$ cat src/rtl/imem_load_arbiter.sv
// Instruction-memory port arbiter: lets the CPU fetch from the single-port
// memory while running. A byte-serial loader can take over the port. It packs
// loader bytes big-endian into 32-bit words and writes them from word 0 upward.
module imem_load_arbiter #(
    parameter int unsigned DEPTH = 64,
    parameter int unsigned AW    = 8,
    parameter int unsigned IW    = 6
) (
    input  logic          clk,
    input  logic          rst,
    input  logic          load_start,
    input  logic          ld_valid,
    input  logic [7:0]    ld_byte,
    input  logic          ld_last,
    output logic          ld_ready,
    input  logic          cpu_req,
    input  logic [AW-1:0] cpu_addr,
    output logic          cpu_gnt,
    output logic [31:0]   cpu_instr,
    output logic          cpu_run,
    output logic          mem_we,
    output logic [IW-1:0] mem_addr,
    output logic [31:0]   mem_wdata,
    input  logic [31:0]   mem_rdata,
    output logic          load_done,
    output logic          load_err,
    output logic [IW:0]   words_loaded
);

    typedef enum logic [2:0] {RUN, LOAD, WRITE, DONE, ERR} state_t;

    state_t        state_q;
    logic [IW:0]   ptr_q;        // next word index; also the words-written count
    logic [1:0]    cnt_q;        // bytes already packed into word_q
    logic [31:0]   word_q;
    logic [31:0]   word_d;
    logic          last_q;       // word being written carries the final byte
    logic          cpu_run_q;
    logic          ld_ready_q;
    logic          mem_we_q;
    logic          load_done_q;
    logic          load_err_q;

    logic [AW-3:0] cpu_widx;
    logic          cpu_in_range;
    logic          start_load;
    logic          byte_acc;
    logic          ptr_at_end;
    logic          ptr_sat;
    logic          unused_addr_lsbs;

    assign cpu_widx         = cpu_addr[AW-1:2];
    assign unused_addr_lsbs = ^cpu_addr[1:0];
    assign cpu_in_range     = (32'(cpu_widx) < DEPTH);
    assign ptr_at_end       = (32'(ptr_q) == DEPTH - 1);
    assign ptr_sat          = (32'(ptr_q) >= DEPTH);

    // load_start is honoured only in RUN, LOAD and ERR. It beats a byte
    // offered in the same cycle.
    assign start_load = load_start &&
                        (state_q == RUN || state_q == LOAD || state_q == ERR);
    assign byte_acc   = (state_q == LOAD) && ld_ready_q && ld_valid && !load_start;

    // Insert the incoming byte at its big-endian lane of the word being built.
    always_comb begin
        word_d = word_q;
        case (cnt_q)
            2'd0:    word_d[31:24] = ld_byte;
            2'd1:    word_d[23:16] = ld_byte;
            2'd2:    word_d[15:8]  = ld_byte;
            default: word_d[7:0]   = ld_byte;
        endcase
    end

    // Load-control FSM. The registered outputs are updated together with the state.
    always_ff @(posedge clk) begin
        if (rst) begin
            state_q     <= RUN;
            ptr_q       <= '0;
            cnt_q       <= '0;
            word_q      <= '0;
            last_q      <= 1'b0;
            cpu_run_q   <= 1'b1;
            ld_ready_q  <= 1'b0;
            mem_we_q    <= 1'b0;
            load_done_q <= 1'b0;
            load_err_q  <= 1'b0;
        end else if (start_load) begin
            // A restart drops any partial word. Words already written stay in memory.
            state_q     <= LOAD;
            ptr_q       <= '0;
            cnt_q       <= '0;
            word_q      <= '0;
            last_q      <= 1'b0;
            cpu_run_q   <= 1'b0;
            ld_ready_q  <= 1'b1;
            mem_we_q    <= 1'b0;
            load_done_q <= 1'b0;
            load_err_q  <= 1'b0;
        end else begin
            case (state_q)
                RUN: begin
                    cpu_run_q <= 1'b1;
                end
                LOAD: begin
                    if (byte_acc) begin
                        word_q <= word_d;
                        cnt_q  <= cnt_q + 2'd1;
                        if (ld_last || cnt_q == 2'd3) begin
                            state_q    <= WRITE;
                            last_q     <= ld_last;
                            ld_ready_q <= 1'b0;
                            mem_we_q   <= 1'b1;
                        end
                    end
                end
                WRITE: begin
                    mem_we_q <= 1'b0;
                    cnt_q    <= '0;
                    word_q   <= '0;
                    if (!ptr_sat) begin
                        ptr_q <= ptr_q + 1'b1;
                    end
                    if (last_q) begin
                        state_q     <= DONE;
                        load_done_q <= 1'b1;
                    end else if (ptr_at_end) begin
                        state_q    <= ERR;
                        load_err_q <= 1'b1;
                    end else begin
                        state_q    <= LOAD;
                        ld_ready_q <= 1'b1;
                    end
                end
                DONE: begin
                    state_q     <= RUN;
                    load_done_q <= 1'b0;
                    cpu_run_q   <= 1'b1;
                end
                ERR: begin
                    ld_ready_q <= 1'b0;
                    mem_we_q   <= 1'b0;
                end
                default: begin
                    state_q    <= RUN;
                    cpu_run_q  <= 1'b1;
                    ld_ready_q <= 1'b0;
                    mem_we_q   <= 1'b0;
                end
            endcase
        end
    end

    // The fetch path is combinational and is granted only while running.
    assign cpu_gnt   = (state_q == RUN) && cpu_req;
    assign cpu_instr = (cpu_gnt && cpu_in_range) ? mem_rdata : '0;
    assign mem_addr  = (state_q == WRITE) ? ptr_q[IW-1:0] : IW'(cpu_widx);
    assign mem_wdata = word_q;

    assign mem_we       = mem_we_q;
    assign ld_ready     = ld_ready_q;
    assign cpu_run      = cpu_run_q;
    assign load_done    = load_done_q;
    assign load_err     = load_err_q;
    assign words_loaded = ptr_q;

endmodule

$ cat config.mk
export PLATFORM = sky130hd
export DESIGN_NAME = imem_load_arbiter
export DESIGN_NICKNAME = d
export VERILOG_FILES = /design/src/rtl/imem_load_arbiter.sv
export SDC_FILE = /design/constraint.sdc
export NUM_CORES = 1
export LEC_CHECK = 0
export ABC_AREA = 1
export CAP_MARGIN = 0
export CORE_ASPECT_RATIO = 0.7
export CORE_MARGIN = 1.5
export CORE_UTILIZATION = 43
export CTS_BUF_LIST = sky130_fd_sc_hd__clkbuf_4
export CTS_CLUSTER_SIZE = 30
export DETAILED_ROUTE_END_ITERATION = 6
export PLACE_DENSITY_LB_ADDON = 0.3
export SYNTH_ARGS = -nofsm -noshare
export SYNTH_HDL_FRONTEND = slang
export SYNTH_SLANG_ARGS = --single-unit
$ cat constraint.sdc
create_clock -name clk -period 3.7 [get_ports clk]
set_clock_uncertainty 0.15 [all_clocks]
set_input_delay 0.74 -clock clk [delete_from_list [all_inputs] [get_ports clk]]
set_output_delay 0.74 -clock clk [all_outputs]
set_load 0.005 [all_outputs]
==> metrics.cfg, run 1 <==
[clock_tree]
htreeDepth=2
root_buffer=clkbuf_4
numCtsBuffers=5
clk_latency_ns=0.36
post_cts_resized=0
cts.path.max_buffers=2
cts.hold.buffers_added=0
post_cts_buffers=0
cts.sinks=50
cts_tree=built
clk_pin_slew_ns=0.14

[finish]
final-seq-area_um2=1000
synthToLayoutAreaGrowth_pct=60.1
antenna_cells=0
n_fill_cell=437
multi_input_area_um2=1150
final_area_um2=3910
nets=575
drive_above_1_share=0.0484

[floorplanning]
core_um2=5340
num_rows=22
start_util=0.457
chipWidth_um=93.0
dieArea_um2=6140
io_pins=137
dieHeight_um=66.0

[critical_path]
startpoint=cpu_req
rr_startpoint=state_q[0]$_SDFFE_PP0P_
r2r_cells=9
reg2reg_to=mem_wdata[19]$_SDFFE_PP0P_
worst_ep_required_time_ns=2.81
end_kind=primary output
critPathKind=primary input to primary output
crit_end=cpu_instr[25]
ff2ff_setup_slack_ns=1.78
cp_data_arrival_time_ns=2.18
crit_path_max_fanout=33
cp-start-kind=primary input

[grt]
grt_pass1_wl_um=11400
antenna_found_initial=0
grt_usage=0.236
grt_max_degree=34
grt_overflow=0
grt_pass1_vias=2504

[timing]
max-slew-margin-rel=0.731
worst_pin_slew_ns=0.403
finalSetupTns_ns=0
hold_violations=0
whs_ns=0.322
max_freq_mhz=326
report.final.slew_viol_count=0
setup_violations=0
rsz0062_at_grt=false
min_period_ns=3.07
period_share=0.829

[yosys]
ys_dominant_reg_cell=dfxtp_1
async_flop_share=0
synthDistinctLibCells=20
synth_seq_cells=50
yosysTopAreaCell=dfxtp_1
synth_nets=440
synthTopCellsByArea=dfxtp_1, nor2_1, nand2_1
yosys_warnings=0
synth_edf_count=0
yosys-top-cells-count=nor2_1, nand2_1, inv_1
syn-cell-area_um2=2440
syn_inst=381
yosysMostFrequentCell=nor2_1
ys_seq_area_frac=0.410
syn_avg_cell_area_um2=6.40
yosysTopAreaCellShare=0.410

[job]
cap_violations=0

[drt]
wirelength_um=7280
via_per_inst=4.69
met1_length_um=3360
vias=2764
wire_per_inst_um=12.4
drt_first_pass_iters=4
drc_errors=0
met3WireLength_um=466
dr.first_iter.drc_count=155
wl_met2_um=3390
antenna_left=0
topRoutingLayerUsed=met4

[place]
placed_cell_area_um2=3850
io_buffers=134
dpl.hpwl_um=5740
routabilityCongestion=0.952

[worst_hold_path]
hold_path.class=register to register

[pwr]
vdd_drop_max_mv=0.180
powerDensity_nw_per_um2=281
power_w=0.00110
p_leak_nw=1.68

[outcome]
status=complete, no violations

==> sequential cells by signal, summed over array words and instances (netlist names) <==
signal / flops
cpu_run: 1
state_q: 3
load_err: 1
last_q: 1
mem_wdata: 32
load_done: 1
cnt_q: 2
mem_we: 1
words_loaded: 7
ld_ready: 1
==> worst min-delay path by stage <==
stage | cells after the start | to | start
3_3_place_gp | 2 | load_err$_SDFFE_PP0P_ | load_err$_SDFFE_PP0P_
6_report | 2 | mem_wdata[23]$_SDFFE_PP0P_ | mem_wdata[23]$_SDFFE_PP0P_
2_1_floorplan | 2 | last_q$_SDFFE_PP0P_ | last_q$_SDFFE_PP0P_
3_5_place_dp | 2 | mem_wdata[23]$_SDFFE_PP0P_ | mem_wdata[23]$_SDFFE_PP0P_
5_1_grt | 2 | load_err$_SDFFE_PP0P_ | load_err$_SDFFE_PP0P_
4_1_cts | 2 | mem_wdata[23]$_SDFFE_PP0P_ | mem_wdata[23]$_SDFFE_PP0P_
==> report_power, final <==
| part | total (W) | switching, W | internal [W] | leakage [nW] |
|---|---|---|---|---|
| clock | 0.000247 | 0.000167 | 0.0000792 | 0.0331 |
| combinational | 0.000287 | 0.000131 | 0.000155 | 1.24 |
| sequential | 0.000565 | 0.00000983 | 0.000555 | 0.405 |
==> logic make-up (layout without fill, tap and decap cells) <==
kind of cell / count (synthesis) / after routing / synth area share
and+or+nand+nor: 190 / 190 / 0.313
buffers and inverters: 74 / 210 / 0.117
AOI/OAI and AO/OA: 62 / 62 / 0.134
adders and majority gates: 5 / 5 / 0.0256
DFF: 50 / 50 / 0.410
==> cell usage in the layout, fill, tap and decap left out, types with 2 or more instances in the layout <==
master,instances
nand3_1,9
nand2_1,69
nor2_1,103
dfxtp_1,50
buf_4,3
inv_2,5
nor2_4,3
o21ai_0,35
inv_1,60
clkdlybuf4s50_1,134
ha_1,5
clkbuf_4,6
a21oi_1,24
nand2_2,2
==> final cells by class <==
cell class	count	share of cell area
clock buffer	6	0.0115
tap	72	0.0231
clock inverter	2	0.00224
inverter	65	0.0625
multi-input combinational	257	0.295
timing repair buffer	137	0.349
sequential	50	0.256
==> layer usage <==
layer  vias to the layer above  GRT usage
met5                         -          0
met4                         0     0.0511
met3                         7     0.0494
met2                        92      0.393
met1                      1235      0.316
li1                       1430          -
==> critical path, stage by stage <==
cell and delay [ns]:
clkdlybuf4s50_1 0.46, nand3_1 0.07, buf_4 0.25, nor2_1 0.13
clkdlybuf4s50_1 0.52
==> per-stage QoR <==
step	setup WS, ns	cells	utilization
final	0.632	589	0.731
after floorplan	1.56	381	-
after CTS	0.632	589	0.731
after detailed placement	0.635	581	0.721
after global routing	0.555	589	0.731
after global placement	0.661	581	0.721
No activity file was read; power rests on OpenSTA's default activity.
==> run 2: changes to the inputs <==
--- a/config.mk
+++ b/config.mk
@@ -9,7 +9,7 @@
 export CAP_MARGIN = 0
 export CORE_ASPECT_RATIO = 0.7
 export CORE_MARGIN = 1.5
-export CORE_UTILIZATION = 43
+export CORE_UTILIZATION = 40
 export CTS_BUF_LIST = sky130_fd_sc_hd__clkbuf_4
 export CTS_CLUSTER_SIZE = 30
 export DETAILED_ROUTE_END_ITERATION = 6
==> constraint.sdc (replaced) <==
create_clock -name clk -period 2.95 [get_ports clk]
set_clock_uncertainty 0.15 [all_clocks]
set_input_delay 0.59 -clock clk [delete_from_list [all_inputs] [get_ports clk]]
set_output_delay 0.59 -clock clk [all_outputs]
set_load 0.005 [all_outputs]
==> metrics.cfg, run 2 (synthesis results as in run 1) <==
[finish]
synthToLayoutAreaGrowth_pct=60.9
final_area_um2=3930  ; +0.51%
mostFrequentLayoutCell=clkdlybuf4s50_1
antenna_cells=0  ; unchanged
final-seq-area_um2=1000  ; unchanged
multi_input_area_um2=1150  ; unchanged
final_cell_mix=clkdlybuf4s50_1, nor2_1, nand2_1
largest_register_ffs=32  ; unchanged
n_fill_cell=529  ; +21%
nets=575  ; unchanged
drive_above_1_share=0.0503  ; +0.00193

[clock_tree]
cts.path.max_buffers=2  ; unchanged
clk_latency_ns=0.36  ; about the same
cts.sinks=50  ; unchanged
post_cts_buffers=0  ; unchanged
cts_tree=built
numCtsBuffers=5  ; unchanged
root_buffer=clkbuf_4
htreeDepth=2  ; unchanged
clk_pin_slew_ns=0.14  ; about the same

[critical_path]
startpoint=state_q[2]$_SDFFE_PP0P_
worst_ep_required_time_ns=2.21  ; -0.60 ns
crit_path_max_fanout=12  ; -64%
cp-start-kind=register
end_kind=primary output
rr_startpoint=state_q[2]$_SDFFE_PP0P_
cp_data_arrival_time_ns=2.03  ; -0.15 ns
critPathKind=register to primary output

[timing]
max-slew-margin-rel=0.745  ; +0.0144
whs_ns=0.326  ; +0.00333 ns
worst_pin_slew_ns=0.381  ; -0.0216 ns
setup_slack_ns=0.182  ; -0.450 ns
finalSetupTns_ns=0  ; unchanged
report.final.slew_viol_count=0  ; unchanged
max_freq_mhz=361
setup_violations=0  ; unchanged
rsz0062_at_grt=false
min_period_ns=2.77
hold_violations=0  ; unchanged
period_share=0.938

[place]
placed_cell_area_um2=3870  ; +0.42%
dp_slack_ns=0.184  ; -0.450 ns
routabilityCongestion=0.933  ; -2.0%
dpl.hpwl_um=5830  ; +1.6%
io_buffers=134  ; unchanged

[pwr]
power_w=0.00138  ; +26%
p_leak_nw=1.68  ; -0.28%
powerDensity_nw_per_um2=352  ; +25%
vdd_drop_max_mv=0.261  ; +45%

[drt]
vias=2764  ; unchanged
wire_per_inst_um=12.4  ; +0.71%
antenna_left=0  ; unchanged
via_per_inst=4.67  ; -0.51%
drc_errors=0  ; unchanged
drt_first_pass_iters=4  ; unchanged
wirelength_um=7370  ; +1.2%
dr.first_iter.drc_count=124  ; -20%

[grt]
grt_pass1_vias=2549  ; +1.8%
grt_pass1_wl_um=11400  ; about the same
grt_overflow=0  ; unchanged
antenna_found_initial=0  ; unchanged
grt_usage=0.225  ; -0.0110
grt_max_degree=34  ; unchanged

[outcome]
status=complete, no violations

[floorplanning]
chipWidth_um=96.3  ; +3.6%
dieArea_um2=6580  ; +7.2%
start_util=0.420  ; -0.0372
io_pins=137  ; unchanged
num_rows=23  ; +4.5%
dieHeight_um=68.3  ; +3.5%
core_um2=5810  ; +8.9%

[worst_hold_path]
worstHoldStart=load_err$_SDFFE_PP0P_
hold_path.class=register to register

[job]
cap_violations=0  ; unchanged

## run 2: changes by cell type in the layout (fill, tap and decap cells not counted), sizes merged
cell | before | now
clkinvlp | 0 | 1
inv | 65 | 64
## run 2: timing repair
item | 4_1_cts | 5_1_grt
setup endpoints to repair | 0 | 2
hold buffers | 0 | 0
gates resized for setup | 0 | 1
## run 2: path summary, 6_finish.rpt
| check | endpoint | slack [ns] | cells after the start |
|---|---|---|---|
| hold reg to reg | load_err$_SDFFE_PP0P_ | 0.33 | 2 |
| hold / removal | load_err$_SDFFE_PP0P_ | 0.33 | 2 |
| setup / recovery | mem_addr[4] | 0.18 | 6 |
| setup reg to reg | mem_wdata[20]$_SDFFE_PP0P_ | 0.88 | 9 |
## run 2: cell type report
cell class              instances  area share
clock buffers                   6      0.0115
clock inverters                 2     0.00223
inverters                      65      0.0631
multi-input cells             257       0.294
flip-flops and latches         50       0.255
well taps                      75      0.0239
repair buffers                137       0.351
## run 2: report_power, final
part           switching [W]  total (W)  leakage (nW)  internal, W
clock network       0.000207   0.000306        0.0331    0.0000993
registers          0.0000123   0.000709         0.405     0.000696
logic               0.000168   0.000366          1.24     0.000198
## run 2: stage by stage
stage / cells / utilization
final: 592 / 0.675
after global placement: 584 / 0.666
after CTS: 592 / 0.675
after floorplan: 381 / -
after detailed placement: 584 / 0.666
after global routing: 592 / 0.675
## run 2: critical path, cell delays in order, from the launching register on
cell and delay [ns]:
dfxtp_1 0.37, inv_1 0.14, nand3_2 0.26, clkinvlp_4 0.27
nand2_1 0.07, nand2_1 0.06, clkdlybuf4s50_1 0.49
## run 2: layer usage
| metal | part of all wire | track usage |
|---|---|---|
| met1 | 0.45 | 0.309 |
| met2 | 0.47 | 0.364 |
| met3 | 0.072 | 0.0411 |
| met4 | 0.0041 | 0.0652 |
| met5 | 0 | 0 |
==> run 3: changes to the inputs <==
--- a/config.mk
+++ b/config.mk
@@ -5,7 +5,6 @@
 export SDC_FILE = /design/constraint.sdc
 export NUM_CORES = 1
 export LEC_CHECK = 0
-export ABC_AREA = 1
 export CAP_MARGIN = 0
 export CORE_ASPECT_RATIO = 0.7
 export CORE_MARGIN = 1.5
==> metrics.cfg, run 3 <==
[finish]
n_fill_cell=462  ; -13%
final_cell_mix=clkdlybuf4s50_1, nand2_1, dfxtp_1
nets=470  ; -18%
largest_register_ffs=32  ; unchanged
mostFrequentLayoutCell=clkdlybuf4s50_1
drive_above_1_share=0.0461  ; -0.00417
final_util=0.675  ; -0.000861
antenna_cells=0  ; unchanged
synthToLayoutAreaGrowth_pct=61.0  ; about the same

[clock_tree]
numCtsBuffers=5  ; unchanged
cts.sinks=50  ; unchanged
clk_latency_ns=0.36  ; about the same
clk_pin_slew_ns=0.14  ; about the same
cts_tree=built
cts.path.max_buffers=2  ; unchanged
root_buffer=clkbuf_4
htreeDepth=2  ; unchanged

[yosys]
syn_inst=285  ; -25%
yosys.area_share.simple=0.284  ; -0.0293
synth_nets=344  ; -22%
ys_dominant_reg_cell=dfxtp_1
synthTopCellsByArea=dfxtp_1, mux2i_1, and2_1
ys_seq_area_frac=0.411  ; +0.000632
yosys-top-cells-count=nand2_1, dfxtp_1, and2_1, mux2i_1
syn_avg_cell_area_um2=8.55  ; +33%
synth.area.mux_share=0.136  ; +0.136
synth_top_family_by_area=simple AND/OR/NAND/NOR gates
syn-cell-area_um2=2440  ; -0.15%
yosysTopAreaCellShare=0.411  ; +0.000632
yosysMostFrequentCell=nand2_1
synth_compound_area_frac=0.0776  ; -0.0563
synthDistinctLibCells=39  ; +95%
synthXorXnorAreaFrac=0.0252  ; +0.0252
yosysTopAreaCell=dfxtp_1
synth_seq_cells=50  ; unchanged
yosys.area_share.adder=0.0257  ; +0.0000395
yosys_warnings=0  ; unchanged
synth_edf_count=0  ; unchanged
async_flop_share=0  ; unchanged

[grt]
grt_overflow=0  ; unchanged
grt_usage=0.197  ; -0.0277
grt_pass1_wl_um=9820  ; -14%
grt_pass1_vias=2087  ; -18%
antenna_found_initial=0  ; unchanged
grt_max_degree=41  ; +21%

[place]
io_buffers=134  ; unchanged
dpl.hpwl_um=5180  ; -11%
dp_slack_ns=0.0188  ; -0.165 ns
routabilityCongestion=0.769  ; -18%

[critical_path]
cpMaxStageDelayCell=clkdlybuf4s50_1
path_cells=clkdlybuf4s50_1, nor4b_4, buf_6, and2_1, clkdlybuf4s50_1
slowest_delay_ns=0.50  ; about the same
critPathKind=primary input to primary output
ff2ff_setup_slack_ns=0.76  ; -0.12 ns
reg2reg_to=ld_ready$_SDFFE_PP0P_
cp-start-kind=primary input
r2r_cells=5  ; -4
crit_path_frequent_cell=clkdlybuf4s50_1
end_kind=primary output
worst_ep_required_time_ns=2.21  ; about the same
cp_data_arrival_time_ns=2.13  ; +0.10 ns
crit_path_max_fanout=33  ; +21
rr_startpoint=state_q[0]$_SDFFE_PP0P_

[pwr]
power_w=0.00121  ; -12%
p_leak_nw=1.61  ; -3.6%
vdd_drop_max_mv=0.216  ; -17%
powerDensity_nw_per_um2=309  ; -12%

[floorplanning]
io_pins=137  ; unchanged
core_um2=5810  ; unchanged
start_util=0.419  ; -0.000646
num_rows=23  ; unchanged
dieArea_um2=6570  ; -0.15%
dieHeight_um=68.3  ; about the same
chipWidth_um=96.3  ; about the same

[worst_hold_path]
hold_path_depth=2  ; unchanged
worstHoldStart=mem_wdata[2]$_SDFFE_PP0P_
hold_path.class=register to register
timing.hold.worst_endpoint=mem_wdata[2]$_SDFFE_PP0P_

[drt]
via_per_inst=4.91  ; +5.1%
drc_errors=0  ; unchanged
vias=2389  ; -14%
antenna_left=0  ; unchanged
dr.first_iter.drc_count=96  ; -23%
drt_first_pass_iters=4  ; unchanged
wirelength_um=6720  ; -8.9%
wire_per_inst_um=13.8  ; +11%

[timing]
min_period_ns=2.87  ; +0.0999 ns
max-slew-margin-rel=0.618  ; -0.127
worst_pin_slew_ns=0.568  ; +0.186 ns
setup_violations=0  ; unchanged
report.final.slew_viol_count=0  ; unchanged
period_share=0.972  ; +0.0339
max_freq_mhz=349  ; -3.5%
setup_slack_ns=0.0821  ; -0.0999 ns
hold_violations=0  ; unchanged
rsz0062_at_grt=true
finalSetupTns_ns=0  ; unchanged

[outcome]
status=complete, no violations

[job]
cap_violations=0  ; unchanged

[run 3: what timing repair did]
item	in CTS	in global routing
buffers inserted	0	0
hold endpoints to repair	0	0
setup endpoints to repair	6	38
gates resized for setup	1	4
hold buffers	0	0
[run 3: worst max path at each step]
stage / from / end / slack (ns)
floorplan: cpu_req / cpu_instr[15] / 0.72
global placement: cpu_req / cpu_instr[30] / 0.05
detailed placement: cpu_req / cpu_instr[1] / 0.02
CTS: cpu_req / cpu_instr[1] / 0.01
global route: state_q[0]$_SDFFE_PP0P_ / mem_addr[3] / -0.01
finish: cpu_req / cpu_instr[1] / 0.08
[run 3: cells by family (layout without fill, tap and decap cells)]
family,count (synthesis),after routing
fa+ha+maj,5,5
compound gates,26,26
simple gates,140,140
flops,50,50
buf+inv,24,151
mux,33,33
xor+xnor,7,7
[run 3: cell type report]
type                    count  area (um^2)  share of cell area
flip-flops and latches     50         1000               0.256
inverters                   4         15.0             0.00383
clock buffers               5         37.5             0.00957
repair buffers            139         1400               0.356
well taps                  75         93.8              0.0239
multi-input cells         211         1360               0.347
clock inverters             3         16.3             0.00415
[run 3: per-stage QoR]
step | hold WS (ns) | instance area, um^2 | std cells
global route | 0.336 | 3920 | 487
CTS | 0.324 | 3900 | 487
global placement | 0.295 | 3850 | 479
floorplan | 0.305 | 2440 | 285
detailed placement | 0.302 | 3850 | 479
finish | 0.322 | 3920 | 487
[run 3: critical path, delay by kind of cell]
| family | cells | cell delay, ns |
|---|---|---|
| buf+inv | 3 | 1.18 |
| simple gates | 2 | 0.34 |
[run 3: report_power, final]
group          switching [W]  leakage, nW  total (W)  internal (W)
Clock               0.000219       0.0303   0.000309     0.0000898
Combinational      0.0000683         1.18   0.000215      0.000147
Sequential        0.00000667        0.404   0.000686      0.000679
[run 3: metal layers]
layer	wire length, um	vias to the layer above	track usage
met4	70	0	0.0643
li1	-	1203	-
met3	605	7	0.0478
met1	2870	1083	0.237
met2	3170	96	0.349
met5	0	-	0
